==> src/rtl/motoro3_lcp_pkg.sv <==
// Shared definitions for the sequential line calculator: FSM encoding,
// power-percent reciprocal constants and Q15 |sin| lookup tables.
// Purely combinational helpers; no state.
package motoro3_lcp_pkg;

  typedef enum logic [2:0] {
    LCP_IDLE  = 3'd0,
    LCP_LOAD  = 3'd1,
    LCP_LUT   = 3'd2,
    LCP_MUL1  = 3'd3,
    LCP_MUL2  = 3'd4,
    LCP_CLAMP = 3'd5,
    LCP_DONE  = 3'd6
  } lcp_state_e;

  // pct * 41 >> 12 approximates pct / 100
  localparam int LCP_RECIP    = 41;
  localparam int LCP_RECIP_SH = 12;
  localparam int LCP_PCT_W    = 14;
  // sine values are Q15 (32768 == 1.0)
  localparam int LCP_SINE_SH  = 15;

  // Rounded |sin(360deg * k / steps)| * 32768 for steps = 6, 12 or 24.
  // The tables repeat every half period, so only the first half is stored.
  function automatic logic [15:0] lcp_sine_q15(input int steps, input int k);
    logic [15:0] v;
    int          j;
    v = 16'd0;
    j = k % (steps / 2);
    case (steps)
      6: begin
        case (j)
          1, 2:    v = 16'd28378;
          default: v = 16'd0;
        endcase
      end
      24: begin
        case (j)
          1:       v = 16'd8481;
          2:       v = 16'd16384;
          3:       v = 16'd23170;
          4:       v = 16'd28378;
          5:       v = 16'd31651;
          6:       v = 16'd32768;
          7:       v = 16'd31651;
          8:       v = 16'd28378;
          9:       v = 16'd23170;
          10:      v = 16'd16384;
          11:      v = 16'd8481;
          default: v = 16'd0;
        endcase
      end
      default: begin
        case (j)
          1:       v = 16'd16384;
          2:       v = 16'd28378;
          3:       v = 16'd32768;
          4:       v = 16'd28378;
          5:       v = 16'd16384;
          default: v = 16'd0;
        endcase
      end
    endcase
    return v;
  endfunction

endpackage

==> src/rtl/motoro3_sine_rom.sv <==
// Q15 |sin| lookup ROM indexed by electrical step.
// Latency: one cycle (registered read), no reset needed on the data path.
// No backpressure: a new address may be presented every cycle.
module motoro3_sine_rom
  import motoro3_lcp_pkg::*;
#(
  parameter int STEPS  = 12,
  parameter int ADDR_W = 5
) (
  input  logic              clk_i,
  input  logic [ADDR_W-1:0] addr_i,
  output logic [15:0]       dat_o
);

  logic [15:0] dat_q;

  // Registered table read
  always_ff @(posedge clk_i) begin
    dat_q <= lcp_sine_q15(STEPS, 32'(addr_i));
  end

  assign dat_o = dat_q;

endmodule

==> src/rtl/motoro3_line_calc_param_seq.sv <==
// Sequential per-phase sine/PWM length calculator with one shared shift-add multiplier.
// Latency: done in cycle 2 + PHASES*(2*PWM_W+4) after start (86 for defaults).
// Backpressure: none; start while busy (including the done cycle) is dropped.
// Optional feature macro: MOTORO3_LCP_MINMASK_EN (suppress lengths below m3r_pwmMinMask).
module motoro3_line_calc_param_seq
  import motoro3_lcp_pkg::*;
#(
  parameter int PHASES = 3,
  parameter int STEPS  = 12,
  parameter int STEP_W = 5,
  parameter int PWM_W  = 12,
  parameter int LEN_W  = 16
) (
  input  logic                    clk,
  input  logic                    nRst,
  input  logic                    start,
  input  logic [7:0]              m3r_power_percent,
  input  logic [24:0]             m3r_stepCNT_speedSET,
  input  logic [PWM_W-1:0]        m3r_pwmLenWant,
  input  logic [PWM_W-1:0]        m3r_pwmMinMask,
  input  logic [STEP_W-1:0]       lcStep,
  output logic                    busy,
  output logic                    done,
  output logic                    stepErr,
  output logic [PHASES*LEN_W-1:0] slLen,
  output logic [PHASES*LEN_W-1:0] plLen,
  output logic [PHASES-1:0]       plPol
);

  localparam logic [2:0] ST_IDLE  = LCP_IDLE;
  localparam logic [2:0] ST_LOAD  = LCP_LOAD;
  localparam logic [2:0] ST_LUT   = LCP_LUT;
  localparam logic [2:0] ST_MUL1  = LCP_MUL1;
  localparam logic [2:0] ST_MUL2  = LCP_MUL2;
  localparam logic [2:0] ST_CLAMP = LCP_CLAMP;
  localparam logic [2:0] ST_DONE  = LCP_DONE;

  localparam int PH_W   = (PHASES > 1) ? $clog2(PHASES) : 1;
  localparam int ACC_W  = LEN_W + 16;
  localparam int CNT_W  = 5;
  localparam int PH_OFS = STEPS / PHASES;

  // control / latched-input registers
  logic [2:0]        state_q, state_d;
  logic [PH_W-1:0]   phase_q, phase_d;
  logic [CNT_W-1:0]  cnt_q, cnt_d;
  logic [ACC_W-1:0]  acc_q, acc_d;
  logic [PWM_W-1:0]  p1_q, p1_d;
  logic [PWM_W-1:0]  want_q, want_d;
  logic [PWM_W-1:0]  mask_q, mask_d;
  logic [7:0]        pct_q, pct_d;
  logic              spd_zero_q, spd_zero_d;
  logic [STEP_W-1:0] step_q, step_d;

  // per-phase staging and output registers
  logic [LEN_W-1:0]  sl_stg_q [PHASES];
  logic [LEN_W-1:0]  sl_stg_d [PHASES];
  logic [LEN_W-1:0]  pl_stg_q [PHASES];
  logic [LEN_W-1:0]  pl_stg_d [PHASES];
  logic [PHASES-1:0] pol_stg_q, pol_stg_d;
  logic [LEN_W-1:0]  sl_out_q [PHASES];
  logic [LEN_W-1:0]  sl_out_d [PHASES];
  logic [LEN_W-1:0]  pl_out_q [PHASES];
  logic [LEN_W-1:0]  pl_out_d [PHASES];
  logic [PHASES-1:0] pol_out_q, pol_out_d;
  logic              err_out_q, err_out_d;

  // datapath nets
  logic                 step_err;
  logic                 force_zero;
  logic [STEP_W:0]      k_sum;
  logic [STEP_W-1:0]    k_addr;
  logic                 k_pos;
  logic [15:0]          rom_dat;
  logic [LCP_PCT_W-1:0] pct_scale;
  logic [31:0]          mul_a;
  logic [ACC_W-1:0]     mul_b;
  logic [ACC_W-1:0]     acc_next;
  logic [ACC_W-1:0]     p2;
  logic [PWM_W-1:0]     p3;
  logic [PWM_W-1:0]     pl_new;
  logic                 pol_new;
  logic                 last_phase;

  assign step_err   = ({1'b0, step_q} >= (STEP_W+1)'(STEPS));
  assign force_zero = spd_zero_q | step_err;
  assign last_phase = (phase_q == PH_W'(PHASES - 1));

  // Table index for the current phase; an out-of-range step reads entry 0
  always_comb begin
    k_sum = {1'b0, step_q} + (STEP_W+1)'(phase_q * PH_OFS);
    if (k_sum >= (STEP_W+1)'(STEPS)) begin
      k_sum = k_sum - (STEP_W+1)'(STEPS);
    end
    k_addr = step_err ? '0 : k_sum[STEP_W-1:0];
  end

  assign k_pos = (32'(k_addr) < (STEPS / 2));

  motoro3_sine_rom #(
    .STEPS  (STEPS),
    .ADDR_W (STEP_W)
  ) u_sine_rom (
    .clk_i  (clk),
    .addr_i (k_addr),
    .dat_o  (rom_dat)
  );

  // Shared shift-add: MUL1 scales sine by want, MUL2 scales p1 by pct*41.
  // The ROM address is held from LUT through CLAMP, so rom_dat stays valid.
  always_comb begin
    pct_scale = LCP_PCT_W'(32'(pct_q) * LCP_RECIP);
    if (state_q == ST_MUL1) begin
      mul_a = 32'(want_q);
      mul_b = ACC_W'(rom_dat);
    end else begin
      mul_a = 32'(pct_scale);
      mul_b = ACC_W'(p1_q);
    end
    acc_next = acc_q + (mul_a[cnt_q] ? (mul_b << cnt_q) : '0);
  end

  // Clamp to want, optional minimum-length suppression, stop/error forcing
  always_comb begin
    p2     = acc_q >> LCP_RECIP_SH;
    p3     = (p2 > ACC_W'(want_q)) ? want_q : PWM_W'(p2);
`ifdef MOTORO3_LCP_MINMASK_EN
    pl_new = (p3 < mask_q) ? '0 : p3;
`else
    pl_new = p3;
`endif
    pol_new = k_pos;
    if (force_zero) begin
      pl_new  = '0;
      pol_new = 1'b0;
    end
  end

`ifndef MOTORO3_LCP_MINMASK_EN
  // mask is latched for register-map symmetry but has no effect here
  logic unused_mask;
  assign unused_mask = ^mask_q;
`endif

  // Sequencer: load, then LUT/MUL1/MUL2/CLAMP per phase, then publish
  always_comb begin
    state_d    = state_q;
    phase_d    = phase_q;
    cnt_d      = cnt_q;
    acc_d      = acc_q;
    p1_d       = p1_q;
    want_d     = want_q;
    mask_d     = mask_q;
    pct_d      = pct_q;
    spd_zero_d = spd_zero_q;
    step_d     = step_q;
    sl_stg_d   = sl_stg_q;
    pl_stg_d   = pl_stg_q;
    pol_stg_d  = pol_stg_q;
    sl_out_d   = sl_out_q;
    pl_out_d   = pl_out_q;
    pol_out_d  = pol_out_q;
    err_out_d  = err_out_q;

    case (state_q)
      ST_IDLE: begin
        if (start) begin
          state_d = ST_LOAD;
        end
      end
      ST_LOAD: begin
        want_d     = m3r_pwmLenWant;
        mask_d     = m3r_pwmMinMask;
        pct_d      = m3r_power_percent;
        spd_zero_d = (m3r_stepCNT_speedSET == '0);
        step_d     = lcStep;
        phase_d    = '0;
        state_d    = ST_LUT;
      end
      ST_LUT: begin
        acc_d   = '0;
        cnt_d   = '0;
        state_d = ST_MUL1;
      end
      ST_MUL1: begin
        acc_d = acc_next;
        if (cnt_q == CNT_W'(PWM_W - 1)) begin
          p1_d    = PWM_W'(acc_next >> LCP_SINE_SH);
          acc_d   = '0;
          cnt_d   = '0;
          state_d = ST_MUL2;
        end else begin
          cnt_d = cnt_q + 1'b1;
        end
      end
      ST_MUL2: begin
        acc_d = acc_next;
        if (cnt_q == CNT_W'(PWM_W + 1)) begin
          state_d = ST_CLAMP;
        end else begin
          cnt_d = cnt_q + 1'b1;
        end
      end
      ST_CLAMP: begin
        sl_stg_d[phase_q]  = LEN_W'(rom_dat);
        pl_stg_d[phase_q]  = LEN_W'(pl_new);
        pol_stg_d[phase_q] = pol_new;
        if (last_phase) begin
          // outputs load on entry to DONE so they change together with done
          sl_out_d  = sl_stg_d;
          pl_out_d  = pl_stg_d;
          pol_out_d = pol_stg_d;
          err_out_d = step_err;
          state_d   = ST_DONE;
        end else begin
          phase_d = phase_q + 1'b1;
          state_d = ST_LUT;
        end
      end
      ST_DONE: begin
        state_d = ST_IDLE;
      end
      default: begin
        state_d = ST_IDLE;
      end
    endcase
  end

  // State registers with synchronous active-low reset
  always_ff @(posedge clk) begin
    if (!nRst) begin
      state_q    <= ST_IDLE;
      phase_q    <= '0;
      cnt_q      <= '0;
      acc_q      <= '0;
      p1_q       <= '0;
      want_q     <= '0;
      mask_q     <= '0;
      pct_q      <= '0;
      spd_zero_q <= 1'b0;
      step_q     <= '0;
      sl_stg_q   <= '{default: '0};
      pl_stg_q   <= '{default: '0};
      pol_stg_q  <= '0;
      sl_out_q   <= '{default: '0};
      pl_out_q   <= '{default: '0};
      pol_out_q  <= '0;
      err_out_q  <= 1'b0;
    end else begin
      state_q    <= state_d;
      phase_q    <= phase_d;
      cnt_q      <= cnt_d;
      acc_q      <= acc_d;
      p1_q       <= p1_d;
      want_q     <= want_d;
      mask_q     <= mask_d;
      pct_q      <= pct_d;
      spd_zero_q <= spd_zero_d;
      step_q     <= step_d;
      sl_stg_q   <= sl_stg_d;
      pl_stg_q   <= pl_stg_d;
      pol_stg_q  <= pol_stg_d;
      sl_out_q   <= sl_out_d;
      pl_out_q   <= pl_out_d;
      pol_out_q  <= pol_out_d;
      err_out_q  <= err_out_d;
    end
  end

  for (genvar i = 0; i < PHASES; i++) begin : g_out
    assign slLen[i*LEN_W +: LEN_W] = sl_out_q[i];
    assign plLen[i*LEN_W +: LEN_W] = pl_out_q[i];
  end

  assign plPol   = pol_out_q;
  assign stepErr = err_out_q;
  assign busy    = (state_q != ST_IDLE);
  assign done    = (state_q == ST_DONE);

endmodule

==> config.mk <==
export PLATFORM = sky130hd
export DESIGN_NAME = motoro3_line_calc_param_seq
export DESIGN_NICKNAME = d
export VERILOG_FILES = /design/src/rtl/motoro3_lcp_pkg.sv /design/src/rtl/motoro3_sine_rom.sv /design/src/rtl/motoro3_line_calc_param_seq.sv
export SDC_FILE = /design/constraint.sdc
export NUM_CORES = 1
export LEC_CHECK = 0
export BUFFER_PORTS_ARGS = -buffer_cell sky130_fd_sc_hd__buf_4
export CELL_PAD_IN_SITES_DETAIL_PLACEMENT = 1
export CELL_PAD_IN_SITES_GLOBAL_PLACEMENT = 1
export CORE_UTILIZATION = 44
export DETAILED_ROUTE_END_ITERATION = 8
export PLACE_DENSITY_LB_ADDON = 0.1
export SLEW_MARGIN = 20
export SYNTH_ARGS = -nofsm -noshare
export SYNTH_HDL_FRONTEND = slang
export SYNTH_SLANG_ARGS = --single-unit
==> constraint.sdc <==
create_clock -name clk -period 7.8 [get_ports clk]
set_input_delay 1.17 -clock clk [delete_from_list [all_inputs] [get_ports clk]]
set_output_delay 1.17 -clock clk [all_outputs]
set_load 0.05 [all_outputs]
* Yosys cells after proc, flatten, opt, wreduce, memory -nomap -nowiden
Cells that the tools add are included. W data, S select, Z words.
Cells by class: add/sub/neg operators 5, $mul 1, divide/modulo/power cells 1, magnitude comparators 9, eq/ne operators 19, shift-type cells 1, multiplexer cells 30, bitwise operators 2, reduce and logical (&&, ||, !) cells 14
Operators by type and width (number):
- $bwmux W48 | 2
- $pmux W32 S3 | 1
- $eq A32 B2 Y1 const B | 2
- $eq A32 B3 Y1 const B | 2
- $mux W32 | 2
- $pmux W16 S3 | 1
- $add A32 B32 Y32 | 1
- $demux W16 S2 | 1
- $eq A32 B1 Y1 const B | 1
- $mod A6 B4 Y32 const B | 1
- $mux W16 | 2
- $shl A32 B5 Y32 | 1
- $logic_not A25 Y1 | 1
- $mux W12 | 2
- $gt A20 B12 Y1 | 1
- $mux W5 | 4
- $pmux W3 S6 | 1
- $pmux W5 S3 | 1
- $mul A8 B6 Y14 const B | 1
- $mux W14 | 1
- $mux W3 | 4
- $eq A5 B4 Y1 const B | 2
- $eq A3 B3 Y1 const B | 3
- $ne A2 B2 Y1 const B | 4
- 31 further kinds | 40
Storage, ports and cells: bits in registers 295, input port bits 65, output and inout port bits 102, word-level logic and storage cells 107

* Longest topological paths before layout
Gate-level depths: netlist (run 1).
depth after elaboration 8, mapped depth 26, depth with buffers taken out 25

* Cells and area by module
From an unflattened synthesis (run 1), not the netlist that was laid out.
Second synthesis, totals: cell total of the unflattened synthesis 1691, area total of the unflattened synthesis 13909.6 µm²
By module, submodules not included:
- motoro3_line_calc_param_seq | instances 1, cells each 1616, area an instance 13349.1 µm², sequential area each 4924.7 µm²
- motoro3_sine_rom | instances 1, cells each 75, area an instance 560.5 µm², sequential area each 60.1 µm²

* Worst setup path before layout (run 1)
No wires, ideal clock.
path kind reg2reg, start reg pct_q[3], end reg p1_q[9], library setup time 0.122 ns, arrival 5.622 ns, data required time 7.678 ns, setup slack 2.056 ns, stages on the path, launching flop included 27, buffers on the path 1, clock period less this slack 5.744 ns, cells stage by stage dfxtp_1 > ha_1 > inv_1 > fa_1 > inv_1 > ha_1 > inv_1 > fa_1 > nor2b_1 > o21ai_0 > a21boi_0 > o21ai_0 > a311o_1 > a21o_1 > nand2_2 > buf_4 > nor4_1 > ha_1 > fa_1 > a211oi_2 > o211ai_1 > a2111o_1 > a21oi_4 > a31oi_2 > or2_4 > and4_4 > a311o_1
Between the ends: cells in the longest elaborated chain, start to end 6
Ends and longest elaborated chain:
- start, declared | RTL line motoro3_line_calc_param_seq.sv:51 | logic [7:0] pct_q, pct_d;
- start signal, assigned | RTL line motoro3_line_calc_param_seq.sv:257 | pct_q <= pct_d;
- $mul A8 B6 Y14 | RTL line motoro3_line_calc_param_seq.sv:112 | pct_scale = LCP_PCT_W'(32'(pct_q) * LCP_RECIP);
- $mux W14 | RTL line motoro3_line_calc_param_seq.sv:113 | if (state_q == ST_MUL1) begin
- $bmux W1 S5 | RTL line motoro3_line_calc_param_seq.sv:120 | acc_next = acc_q + (mul_a[cnt_q] ? (mul_b << cnt_q) : '0);
- $mux W1 (implied by the code) | RTL line motoro3_line_calc_param_seq.sv:120
- $mux W32 | RTL line motoro3_line_calc_param_seq.sv:120
- $add A32 B32 Y32 | RTL line motoro3_line_calc_param_seq.sv:120
- end signal, assigned | RTL line motoro3_line_calc_param_seq.sv:254 | p1_q <= p1_d;
- end, declared | RTL line motoro3_line_calc_param_seq.sv:48 | logic [PWM_W-1:0] p1_q, p1_d;
No other way between the ends. The select of a mux whose other input is x is not followed. A chain may end at the register's enable or synchronous reset.

* Worst setup path in the final report (run 1)
start reg pct_q[1], end reg p1_q[10]
Same word-level chain as after synthesis.

==> results list, run 1 <==
- At the later pin of the worst-skew pair, clock insertion delay measures roughly 0.57 ns.
- 167 I/O pins were placed.
- Via count of the first global-routing pass: around 12000
- Number of nets in the layout: 1839
- Using the TritonRoute via totals, the vias-per-cell ratio works out to 5.73.
- After the first detailed-routing iteration, the DRC count stood at 698.
* Total power per unit cell area: between 150 and 200 mW/mm^2
- The worst register-to-register path has a depth of 23.
* Worst-margin pin slew: between 1 and 1.5 ns
* Cells traversed along the worst timing path: ha_1 > inv_1 > fa_1 > inv_1 > ha_1 > ha_1 > a211oi_1 > o21ai_0 > a21oi_1 > xor2_1 > a221oi_1 > a21o_1 > nand2_2 > nor4_1 > ha_1 > a211oi_1 > o21ai_0 > o211ai_1 > nand3_1 > a21oi_1 > a311oi_1 > or2_2 > o211ai_1
- After filler insertion, the fill cell instance count of the layout stands at approximately 3500.
- The initial antenna violation count came to 1.
- The run finished with clean final reports.
- Global routing finished with a remaining overflow of 0.
* Final period util: 0.871
* Asr flop ratio synth: 0
* Unrepaired setup endpoints after global routing: no
- Share of synthesized cell area in full adder, half adder and majority cells: 0.0838
- After detailed routing, the total wire length is roughly 41000 microns.
- Counting every instance in the synthesized netlist gives 1610.
- RR Startpoint: pct_q[1]
- After clock tree synthesis, the clock-pin slew on the worst setup and hold paths is roughly 0.060 ns.
* Critical Path Start Type: flop
* Critical path's slowest cell: nor4_1
- After synthesis, the share of cell area in mux cells is 0.0411.
- The first global-routing pass estimated 64900 microns of wire.
- Hold WC Path Type: flop to flop
* Starting density of the core: 0.450
* Relative area change from synthesis to final layout: 16.9%
* Clock sink total: 249
* Detail Route Antenna Nets: 0
- Final instance area: between 0.015 and 0.02 sq mm
* Beginning of the critical path: pct_q[1]
- Max-cap violations in this run came to 0.
- Count of yosys warnings during synthesis: 0
* Detailed placer's ending HPWL: between 20000 and 30000 microns
- Netlist area before placement: roughly 0.013 sq mm
- Chip width: 177 microns
- The endpoint identified for the worst register-to-register timing path is p1_q[10].
* Critical path endpoint: p1_q[10]
- The synthesized-area fraction occupied by ao, oa, aoi and oai cells was 0.219.
- 0 antenna diodes ended up in the layout.
* Number of H-tree levels: 1
* Library cell with the highest instance count after synthesis: dfxtp_1
* Maximum number of pins on one net before global-route repair: 95
- Data arrival at the endpoint of the critical path: between 7 and 8 ns
- The largest single stage delay on the critical path is 0.61 ns.
* Max Clock Freq: between 100 and 150 MHz
* Register bit count reported by yosys: around 250
- In this run the worst path has a maximum fanout of 16.
* Number of hold-slack violations in the final timing report: 0
* Post-synthesis xor/xnor area fraction: 0.0228
* Worst vdd ir: 206 uV
- In this run the static leakage power is roughly 7 nW.
* GR Util All Layers: 0.259
- In this run the clock root is driven by a clkbuf_16.
* Worst path required time: between 8 and 9 ns
- Resized cells post-CTS: 0
* Final-report max-slew violation count: 0
- Endpoint type of the worst setup path: flop
- Detailed-route DRC error count: 0
- Of the total synthesized cell area, the portion taken by AND, OR, NAND and NOR gates is 0.213.
- Across the routed clock network, the largest skew measured is about 0.044 ns.
- Largest area contributor in the netlist: dfxtp_1
* Fraction of the yosys area taken by sequential cells: 0.371
- Setup total negative slack on the finished layout was measured at 0 ns.
- Number of buffers inserted during clock tree synthesis: 28
* Prevailing post-synth register cell: dfxtp_1
- Once placement finished, the instance area stood at roughly 0.015 sq mm.
* Combinational family with the most area after synthesis: compound AO/OA/AOI/OAI gates
- Average footprint of a synthesized cell: around 8.3 sq um
- In this run the deepest clock path goes through 3 buffers.
- Buffers added to address setup during post-CTS repair amount to 0.
* Classification of the worst setup path: flop to flop
- Number of port buffers: 154
* Area share of the largest cell type after synthesis: 0.371
- The first TritonRoute pass finished after 5 iterations.
* Die ar.: ~0.031 sq mm
* R2r setup slk: 1.01 ns
* CTS tree: done
- Routed via count: 12000
* Share of the core filled with cells: 0.526
- Gp weighted congestion: 0.868
- Row generation in the floorplan step produced 63 rows.
- Yosys mapped a number of flops with a built-in enable equal to 0.
- In this run, distinct cell masters in the synthesized netlist total between 80 and 90.
* Quantity of hold-fixing buffers added after cts: 0
- Die extent in y: ~180 microns
- Dividing the detail-routed wire length by the instance count gives 19.4 microns.
* Total core area: 0.0299 sq mm
* Cell repeated most along the worst path: ha_1
- Synth area leaders: dfxtp_1 37%, ha_1 7.6%, nand2_1 6.1%, o21ai_0 4.2%, a21oi_1 3.5%
- Setup Viol. Count Final: 0
* Headroom to the max-slew limit: 0.264
- The commonest cells after synthesis are 249 x dfxtp_1, 220 x nand2_1, 114 x o21ai_0, 102 x clkbuf_1, 95 x a21oi_1.
- Layout cells sized above 1: 0.149
- The worst path in the final design needs a cycle of around 6.8 ns, including I/O delays and setup.
## placed cells by master (no fill, tap or decap), drive strengths merged, types with 5 or more instances in the layout
cell type	netlist	layout
inv	46	46
dfxtp	249	249
xor2	21	21
o32ai	6	6
nor3	16	16
a21o	24	24
nand4	9	9
nand2b	18	18
nand2	221	221
xnor2	14	14
nor4	11	11
mux2	12	12
buf	21	167
a22oi	18	18
nor3b	5	5
and4	26	26
o21ai	117	117
a21oi	96	96
o211ai	14	14
o21a	8	8
a31oi	30	30
fa	5	5
clkbuf	102	37
and3	53	53
and2	35	35
o211a	21	21
a21boi	58	58
a211oi	11	11
nand3	39	39
nor2b	43	43
clkinv	1	8
nor2	72	72
ha	82	82
o22ai	9	9
mux2i	35	35
## sequential cells by signal, indices dropped and copies added (netlist names)
name / cells
plLen: 48
slLen: 48
acc_q: 32
pl_stg_q: 32
sl_stg_q: 32
p1_q: 12
want_q: 12
pct_q: 8
cnt_q: 5
step_q: 5
plPol: 3
state_q: 3
u_sine_rom.dat_o: 3
phase_q: 2
pol_stg_q: 2
spd_zero_q: 1
stepErr: 1
## power by group
group	internal, mW	total, mW	switching [mW]
clock network	0.818	1.38	0.559
registers	1.28	1.31	0.0245
logic	0.0874	0.220	0.132
## metal layers
| layer | up-vias | track usage | share of wire |
|---|---|---|---|
| met2 | 265 | 0.434 | 0.47 |
| met3 | 57 | 0.0380 | 0.051 |
| li1 | 5852 | - | - |
| met5 | - | 0 | 0 |
| met4 | 0 | 0.0661 | 0.021 |
| met1 | 5854 | 0.347 | 0.46 |
## metrics by stage
stage / power (mW) / hold WS, ns / setup WS (ns) / instances
after CTS: 2.93 / 0.470 / 1.13 / 2098
after floorplan: 1.48 / 0.432 / 2.06 / 1613
after global placement: 1.55 / 0.450 / 1.37 / 2047
after detailed placement: 1.55 / 0.459 / 1.16 / 2047
after global routing: 3.01 / 0.487 / 0.520 / 2098
final: 2.90 / 0.466 / 1.01 / 2098
## layout make-up
| class | count | area [sq um] | area share |
|---|---|---|---|
| Clock buffer | 37 | 795 | 0.0506 |
| Inverter | 47 | 176 | 0.0112 |
| Tap cell | 390 | 488 | 0.0311 |
| Sequential cell | 249 | 4980 | 0.317 |
| Multi-Input combinational cell | 1194 | 7820 | 0.498 |
| Timing Repair Buffer | 167 | 1260 | 0.0801 |
| Clock inverter | 14 | 180 | 0.0115 |
## cells by family (layout without fill, tap and decap cells)
logic type	after synthesis	in the layout
adders and majority gates	87	87
buffers and inverters	170	265
other	1	4
muxes	50	50
xor gates and xnor gates	35	35
and+or+nand+nor	567	567
DFF	249	249
AOI/OAI and AO/OA	451	451
## worst min path at each step
| stage | startpoint | end | slack (ns) | cells past startpoint |
|---|---|---|---|---|
| finish | step_q[0] | step_q[0] | 0.47 | 2 |
| global route | sl_stg_q[29] | sl_stg_q[29] | 0.49 | 2 |
| CTS | sl_stg_q[26] | sl_stg_q[26] | 0.47 | 2 |
| detailed placement | sl_stg_q[38] | sl_stg_q[38] | 0.46 | 2 |
| global placement | slLen[43] | slLen[43] | 0.45 | 2 |
| floorplan | acc_q[11] | acc_q[11] | 0.43 | 2 |
## critical path, delay by kind of cell, from the launching register on
kind | cells | cell delay [ns]
buffers and inverters | 2 | 0.10
AOI/OAI and AO/OA | 11 | 2.98
adders and majority gates | 5 | 1.78
and+or+nand+nor | 4 | 1.42
DFF | 1 | 0.34
xor gates and xnor gates | 1 | 0.11
(Power assumes the default switching activity.)
==> run 2, diff against run 1 <==
BUFFER_PORTS_ARGS = -buffer_cell sky130_fd_sc_hd__clkbuf_2   (was -buffer_cell sky130_fd_sc_hd__buf_4)
PLACE_DENSITY = 0.79   (was default)
PLACE_DENSITY_LB_ADDON = default   (was 0.1)
==> run 2 against run 1 <==
Flip-flop and latch count unchanged. Sequential share of layout area rose by 0.73 points. Die area did not move. Design area fell by 2.2%. Maximum frequency fell by 2.3%. Clock skew is 0.035 ns lower. Clock power is 3% higher. Setup slack got worse by 0.16 ns. Non-clock buffer count grew 1.
==> results list, run 2 (synthesis results as in run 1) <==
- Total core area: 0.0299 sq mm (unchanged)
- Layout cells sized above 1: 0.150 (was 0.149)
* Number of buffers inserted during clock tree synthesis: 29 (was 28)
* Number of inserted diodes: 0 (unchanged)
- The largest delay contributor family on the critical path is compound AO/OA/AOI/OAI gates (unchanged).
* Total negative slack for setup checks: 0 ns (unchanged)
- The die height is 177 microns (unchanged).
* Slowest stage delay, CP: 0.57 ns (was 0.61 ns)
- The CTS tree is done (unchanged).
- The average wire per standard cell is 19.6 microns (was 19.4 microns).
- Detailed Route WL: 41300 microns (was 40600 microns)
- Ports: 167 (unchanged)
* Number of DRC violations after detailed-routing iteration 0: 648 (was 698)
- The fmax was 144 MHz (was 147 MHz).
- Hold WC Path Type: flop to flop (unchanged)
- Bufs and invs on worst path: 3 (was 2)
- Chip width: 177 microns (unchanged)
- Most common cell after layout, fill and taps aside: dfxtp_1 (unchanged)
- The detail-routed via count per cell came to 5.78 (was 5.73).
* Resized cells post-CTS: 0 (unchanged)
* Total instance count after detailed placement: 2048 (was 2047)
- The wire length of the first global-routing pass was 66200 microns (was 64900 microns).
- The power per cell area came to 191 mW/mm^2 (was 185 mW/mm^2).
- Number of nets in the layout: 1841 (was 1839)
- Final period util: 0.891 (was 0.871)
- Critical Path Start Type: flop (unchanged)
- The H-tree depth reported by CTS came to 1 (unchanged).
* Cells traversed along the worst timing path: ha_1 > inv_1 > fa_1 > inv_1 > ha_1 > ha_1 > a211oi_1 > o21ai_0 > a21oi_1 > xor2_1 > a221oi_1 > a21o_1 > nand2_2 > buf_4 > nor4_1 > ha_1 > a211oi_1 > o21ai_0 > o211ai_1 > nand3_1 > a21oi_1 > a311oi_1 > o21a_1 > o31ai_1 (was ha_1 > inv_1 > fa_1 > inv_1 > ha_1 > ha_1 > a211oi_1 > o21ai_0 > a21oi_1 > xor2_1 > a221oi_1 > a21o_1 > nand2_2 > nor4_1 > ha_1 > a211oi_1 > o21ai_0 > o211ai_1 > nand3_1 > a21oi_1 > a311oi_1 > or2_2 > o211ai_1)
* Antenna violations before repair: 0 (was 1)
- Number of port buffers: 154 (unchanged)
- Clock latency reported for the late side of the worst-skew pair: 0.56 ns (was 0.57 ns)
- Maximum number of pins on one net before global-route repair: 123 (was 95)
- Unrepaired setup endpoints after global routing: no (unchanged).
- Headroom to the max-slew limit: 0.241 (was 0.264)
- Routed via count: 12200 (was 12000)
* Relative area change from synthesis to final layout: 14.2% (was 16.9%)
* Max-cap violations: 0 (unchanged)
- The total power is 2.94 mW (was 2.90 mW).
- Leakage dissipation: 6.74 nW (was 6.83 nW)
- Run status: finished clean (unchanged)
- Worst vdd ir: 150 uV (was 206 uV)
- Detail Route Antenna Nets: 0 (unchanged)
- FILL cells: 3556 (was 3519)
* Clock sink total: 249 (unchanged)
- Clock transition at the registers of the reported paths: 0.06 ns (about the same)
* GR Util All Layers: 0.263 (was 0.259)
* Cell repeated most along the worst path: ha_1 (unchanged)
- The largest fanout on the critical path came to 16 (unchanged).
* Final Critical Period: 6.95 ns (was 6.79 ns)
* Commonest non-fill, non-tap cells in the layout: 249 x dfxtp_1, 218 x nand2_1, 153 x clkbuf_2 (was 249 x dfxtp_1, 218 x nand2_1, 166 x buf_4)
- Deepest clock path buffer count: 3 (unchanged)
- Detailed placer's ending HPWL: 29100 microns (was 28800 microns)
* Detailed-route DRC error count: 0 (unchanged)
- The via count of the first global-routing pass was 12400 (was 12100).
- Final standard cell count with taps included and fillers excluded: 2102 (was 2098)
- The kind of critical path is flop to flop (unchanged).
- The pin slew with the least headroom to its limit was 1.14 ns (was 1.10 ns).
- # Post-CTS Setup Buffers: 0 (unchanged)
- The kind of end point of the critical path is a flop (unchanged).
* Gp weighted congestion: 0.882 (was 0.868)
- Data arrival at the endpoint of the critical path: 7.41 ns (was 7.25 ns)
* Die ar.: 0.0312 sq mm (unchanged)
* Worst path required time: 8.26 ns (was 8.25 ns)
- Total overflow reported by the global router: 0 (unchanged)
- Standard-cell row count: 63 (unchanged)
- The number of pins exceeding their max-slew limit in the final report is 0 (unchanged).
- The worst clock skew on the final layout was 0.00936 ns (was 0.0443 ns).
- Root buf cell: clkbuf_16 (unchanged)
- The total iterations of the first detailed-routing run is 7 (was 5).
- Number of hold-slack violations in the final timing report: 0 (unchanged)
- Setup Viol. Count Final: 0 (unchanged)
- Critical path's slowest cell: nor4_1 (unchanged)
- The number of buffers added to fix hold violations after cts is 0 (unchanged).
- The starting density of the core is 0.450 (unchanged).
==> run 2: cell count changes in the layout (fill, tap and decap cells not counted), sizes merged <==
cell,change
buf,-152
inv,+1
clkinvlp,-1
clkbuf,+158
clkinv,-2
==> run 2: path summary, 6_finish.rpt <==
path | start | to | slack, ns | depth (start not counted)
setup reg to reg | pct_q[3] | acc_q[25] | 0.85 | 24
hold reg to reg | sl_stg_q[46] | sl_stg_q[46] | 0.46 | 2
setup / recovery | pct_q[3] | acc_q[25] | 0.85 | 24
hold / removal | sl_stg_q[46] | sl_stg_q[46] | 0.46 | 2
==> run 2: final cells by class <==
type | instances | area (sq um) | area share
Timing Repair Buffer | 168 | 882 | 0.0575
Clock inverter | 12 | 146 | 0.00954
Sequential cell | 249 | 4980 | 0.325
Inverter | 47 | 176 | 0.0115
Multi-Input combinational cell | 1194 | 7820 | 0.509
Clock buffer | 42 | 855 | 0.0557
Tap cell | 390 | 488 | 0.0318
==> run 2: worst min-delay path, cell delays in order, from the launching register on <==
cell and delay [ns]:
dfxtp_1 0.31, nand2_1 0.05, a21boi_0 0.06
==> run 2: per-layer routing <==
layer	global-route usage	routed length (microns)
met5	0	0
met4	0.0571	775
met3	0.0245	1450
met2	0.462	20100
met1	0.347	19000
==> run 2: per-stage QoR <==
| stage | utilization | area [sq um] | worst slack (ns) | hold slack, ns |
|---|---|---|---|---|
| global placement | 0.480 | 14300 | 1.33 | 0.448 |
| CTS | 0.514 | 15300 | 0.986 | 0.466 |
| global route | 0.514 | 15400 | 0.470 | 0.491 |
| floorplan | - | 13500 | 2.06 | 0.432 |
| detailed placement | 0.480 | 14300 | 1.07 | 0.450 |
| finish | 0.514 | 15400 | 0.848 | 0.464 |
==> run 2: where the power goes <==
part           total (mW)  switching (mW)  internal, mW
Sequential           1.31          0.0236          1.28
Clock                1.42           0.564         0.857
Combinational       0.212           0.131        0.0804
Total                2.94           0.719          2.22
==> run 3, diff against run 2 <==
REMOVE_ABC_BUFFERS = 1   (was default)
==> run 3 against run 2 <==
Maximum frequency increased by 7.8%. Power grew 0.38%. Core utilization increased by 0.063 points. Hold slack better by 0.00053 ns. Die area unchanged. Design area up 0.12%. Setup slack improved by 0.51 ns. Register-to-register slack better by 0.51 ns. Via count is 1.3% lower. Critical path depth up 1.
==> results list, run 3 (synthesis results as in run 1) <==
- The number of DRC markers after the initial detailed-route iteration is 533 (was 648).
- Endpoint of the worst hold-timing path: sl_stg_q[30] (was sl_stg_q[46])
- Sequential group share of total power: 0.442 (was 0.445)
- Commonest non-fill, non-tap cells in the layout: 249 x dfxtp_1, 218 x nand2_1, 153 x clkbuf_2 (unchanged).
* Internal power component: 2.25 mW (was 2.22 mW)
* Net load switching power: 0.705 mW (was 0.719 mW)
* Final setup skew: 0.0194 ns (was 0.00936 ns)
- The most common library cell in the layout ignoring fill and taps is dfxtp_1 (unchanged).
- Number of H-tree levels: 1 (unchanged)
- Hold WC Path Type: flop to flop (unchanged)
- The total number of nets in the final design came to 1841 (unchanged).
- The number of buffers added to fix hold violations after cts is 0 (unchanged).
* Endpoint type of the worst setup path: flop (unchanged)
* Detailed placer's ending HPWL: 27800 microns (was 29100 microns)
- Resized cells post-CTS: 0 (unchanged)
- Final Critical Period: 6.45 ns (was 6.95 ns)
- Run status: finished clean (unchanged).
* Headroom to the max-slew limit: 0.275 (was 0.241)
- The routed via count was 12000 (was 12200).
- Number of buffers inserted during clock tree synthesis: 28 (was 29)
* Clock transition at the registers of the reported paths: 0.06 ns (about the same)
- The capture instance of the worst register-to-register path was p1_q[11] (was acc_q[25]).
- Data arrival at the endpoint of the critical path: 6.94 ns (was 7.41 ns)
- The largest vdd supply drop is 153 uV (was 150 uV).
- The overall track demand over capacity in global routing was 0.256 (was 0.263).
* Worst path required time: 8.29 ns (was 8.26 ns)
- Clock latency reported for the late side of the worst-skew pair: 0.56 ns (about the same)
* Crit path max-delay family: compound AO/OA/AOI/OAI gates (unchanged)
- Standard-cell row count: 63 (unchanged)
- The fmax is 155 MHz (was 144 MHz).
* Cell repeated most along the worst path: ha_1 (unchanged)
* Met2 track demand over resource in global routing: 0.448 (was 0.462)
- The total stage count of the critical path was 25 (was 24).
* Unrepaired setup endpoints after global routing: no (unchanged)
* Detail Route Antenna Nets: 0 (unchanged)
- The CTS tree is done (unchanged).
* Classification of the worst setup path: flop to flop (unchanged)
* Final period util: 0.826 (was 0.891)
- Critical Path Start Type: flop (unchanged)
* Die extent in y: 177 microns (unchanged)
* Detailed-route DRC error count: 0 (unchanged)
* HP Start: sl_stg_q[30] (was sl_stg_q[46])
- Maximum net fanout on the critical path: 15 (was 16)
- Sw Ratio: 0.239 (was 0.245)
- Final-report max-slew violation count: 0 (unchanged)
- Met3 global-route usage: 0.0301 (was 0.0245)
* Proportion of power drawn by combinational gates: 0.071 (was 0.072)
- The pin count of the biggest net entering global routing was 123 (unchanged).
- The number of setup violations in the final report is 0 (unchanged).
* Chip width: 177 microns (unchanged)
- The average wire per standard cell was 18.9 microns (was 19.6 microns).
- Slowest stage delay, CP: 0.50 ns (was 0.57 ns)
- The startpoint of the lowest-slack register-to-register path is pct_q[3] (unchanged).
- Via count of the first global-routing pass: 12300 (was 12400)
- Busiest layer in global routing: met2 (unchanged)
- The number of buffers and inverters on the critical path was 3 (unchanged).
- Critical path's slowest cell: fa_1 (was nor4_1)
* # Post-CTS Setup Buffers: 0 (unchanged)
* Number of hold-slack violations in the final timing report: 0 (unchanged)
- Leakage dissipation: 6.75 nW (was 6.74 nW)
* Clock sink total: 249 (unchanged)
- The cell at the root of the clock tree is clkbuf_16 (unchanged).
- The layout cell share with drive strength beyond 1 was 0.149 (was 0.150).
* Max-cap violations: 0 (unchanged)
* Number of inserted diodes: 0 (unchanged)
* Global-route track usage on met1: 0.324 (was 0.347)
* Post-route worst hold slack: 0.464 ns (about the same)
- Deepest clock path buffer count: 3 (unchanged)
* Total core area: 0.0299 sq mm (unchanged)
- The global route total overflow was 0 (unchanged).
- The initial antenna violation count came to 0 (unchanged).
- The count of input and output buffers came to 154 (unchanged).
* Ports: 167 (unchanged)
- Total power per unit cell area: 192 mW/mm^2 (was 191 mW/mm^2)
* Gp weighted congestion: 0.894 (was 0.882)
* Starting density of the core: 0.450 (unchanged)
* Total negative slack for setup checks: 0 ns (unchanged)
* Wire length of the first global-routing pass: 64700 microns (was 66200 microns)
* Number of stages on the worst hold path: 2 (unchanged)
- The total iterations of the first detailed-routing run is 5 (was 7).
- The layout-stage area growth over the synthesis result came to 14.4% (was 14.2%).
- The final standard cell utilization of the core came to 0.515 (was 0.514).
- Vias per cell: 5.72 (was 5.78)
- FF-to-FF path depth: 25 (was 24)
* Part of the power in the clock network: 0.486 (was 0.483)
- Worst-margin pin slew: 1.08 ns (was 1.14 ns)
* Die ar.: 0.0312 sq mm (unchanged)
- The flop-to-flop setup slack was 1.35 ns (was 0.85 ns).
* Detailed Route WL: 39700 microns (was 41300 microns)
[run 3: per-layer routing]
layer  share of wire  wire length, microns
met2            0.49                 19300
met4           0.030                  1180
met1            0.45                 17700
met3           0.037                  1490
met5               0                     0
[run 3: layout make-up]
cell class	count	area, sq um
fillers	3600	14500
well taps	390	488
flip-flops and latches	249	4980
inverters	47	176
repair buffers	169	890
clock inverters	12	213
multi-input cells	1194	7820
clock buffers	38	798
[run 3: per-stage QoR]
step           instances  worst slack (ns)  instance area [sq um]  power (mW)
2_1_floorplan       1490              1.92                  13000        1.45
3_3_place_gp        2049              1.52                  14400        1.53
3_5_place_dp        2049              1.40                  14400        1.54
4_1_cts             2099              1.33                  15400        2.98
5_1_grt             2099             0.892                  15400        3.06
6_report            2099              1.35                  15400        2.95
[run 3: worst max path at each step]
| stage | startpoint | to | slack (ns) |
|---|---|---|---|
| after floorplan | pct_q[3] | p1_q[9] | 1.92 |
| after global placement | pct_q[1] | p1_q[11] | 1.52 |
| after detailed placement | pct_q[4] | p1_q[11] | 1.40 |
| after CTS | pct_q[3] | p1_q[11] | 1.33 |
| after global routing | pct_q[2] | p1_q[11] | 0.89 |
| final | pct_q[3] | p1_q[11] | 1.35 |
[run 3: worst reg2reg max path, cell delays in order (launching register included)]
cell and delay, ns:
dfxtp_1 0.36, ha_1 0.29, inv_1 0.05, fa_1 0.50
inv_1 0.04, ha_1 0.31, ha_1 0.31, a211oi_1 0.32
o21ai_0 0.15, a21oi_1 0.25, xor2_1 0.22, a221oi_1 0.11
a21o_1 0.27, nand2_2 0.10, buf_4 0.19, nor4_1 0.08
ha_1 0.27, fa_1 0.45, a211oi_2 0.26, o211ai_1 0.16
a2111o_1 0.49, a21oi_4 0.22, a31oi_2 0.15, a311oi_2 0.39
mux2i_1 0.32, a31o_1 0.13
[run 3: power groups by stage]
| stage | Clock [mW] | Sequential, mW | Combinational (mW) |
|---|---|---|---|
| 2_1_floorplan | 0 | 1.32 | 0.131 |
| 3_3_place_gp | 0 | 1.33 | 0.202 |
| 3_5_place_dp | 0 | 1.33 | 0.209 |
| 4_1_cts | 1.46 | 1.31 | 0.213 |
| 5_1_grt | 1.52 | 1.31 | 0.236 |
| 6_report | 1.43 | 1.31 | 0.211 |
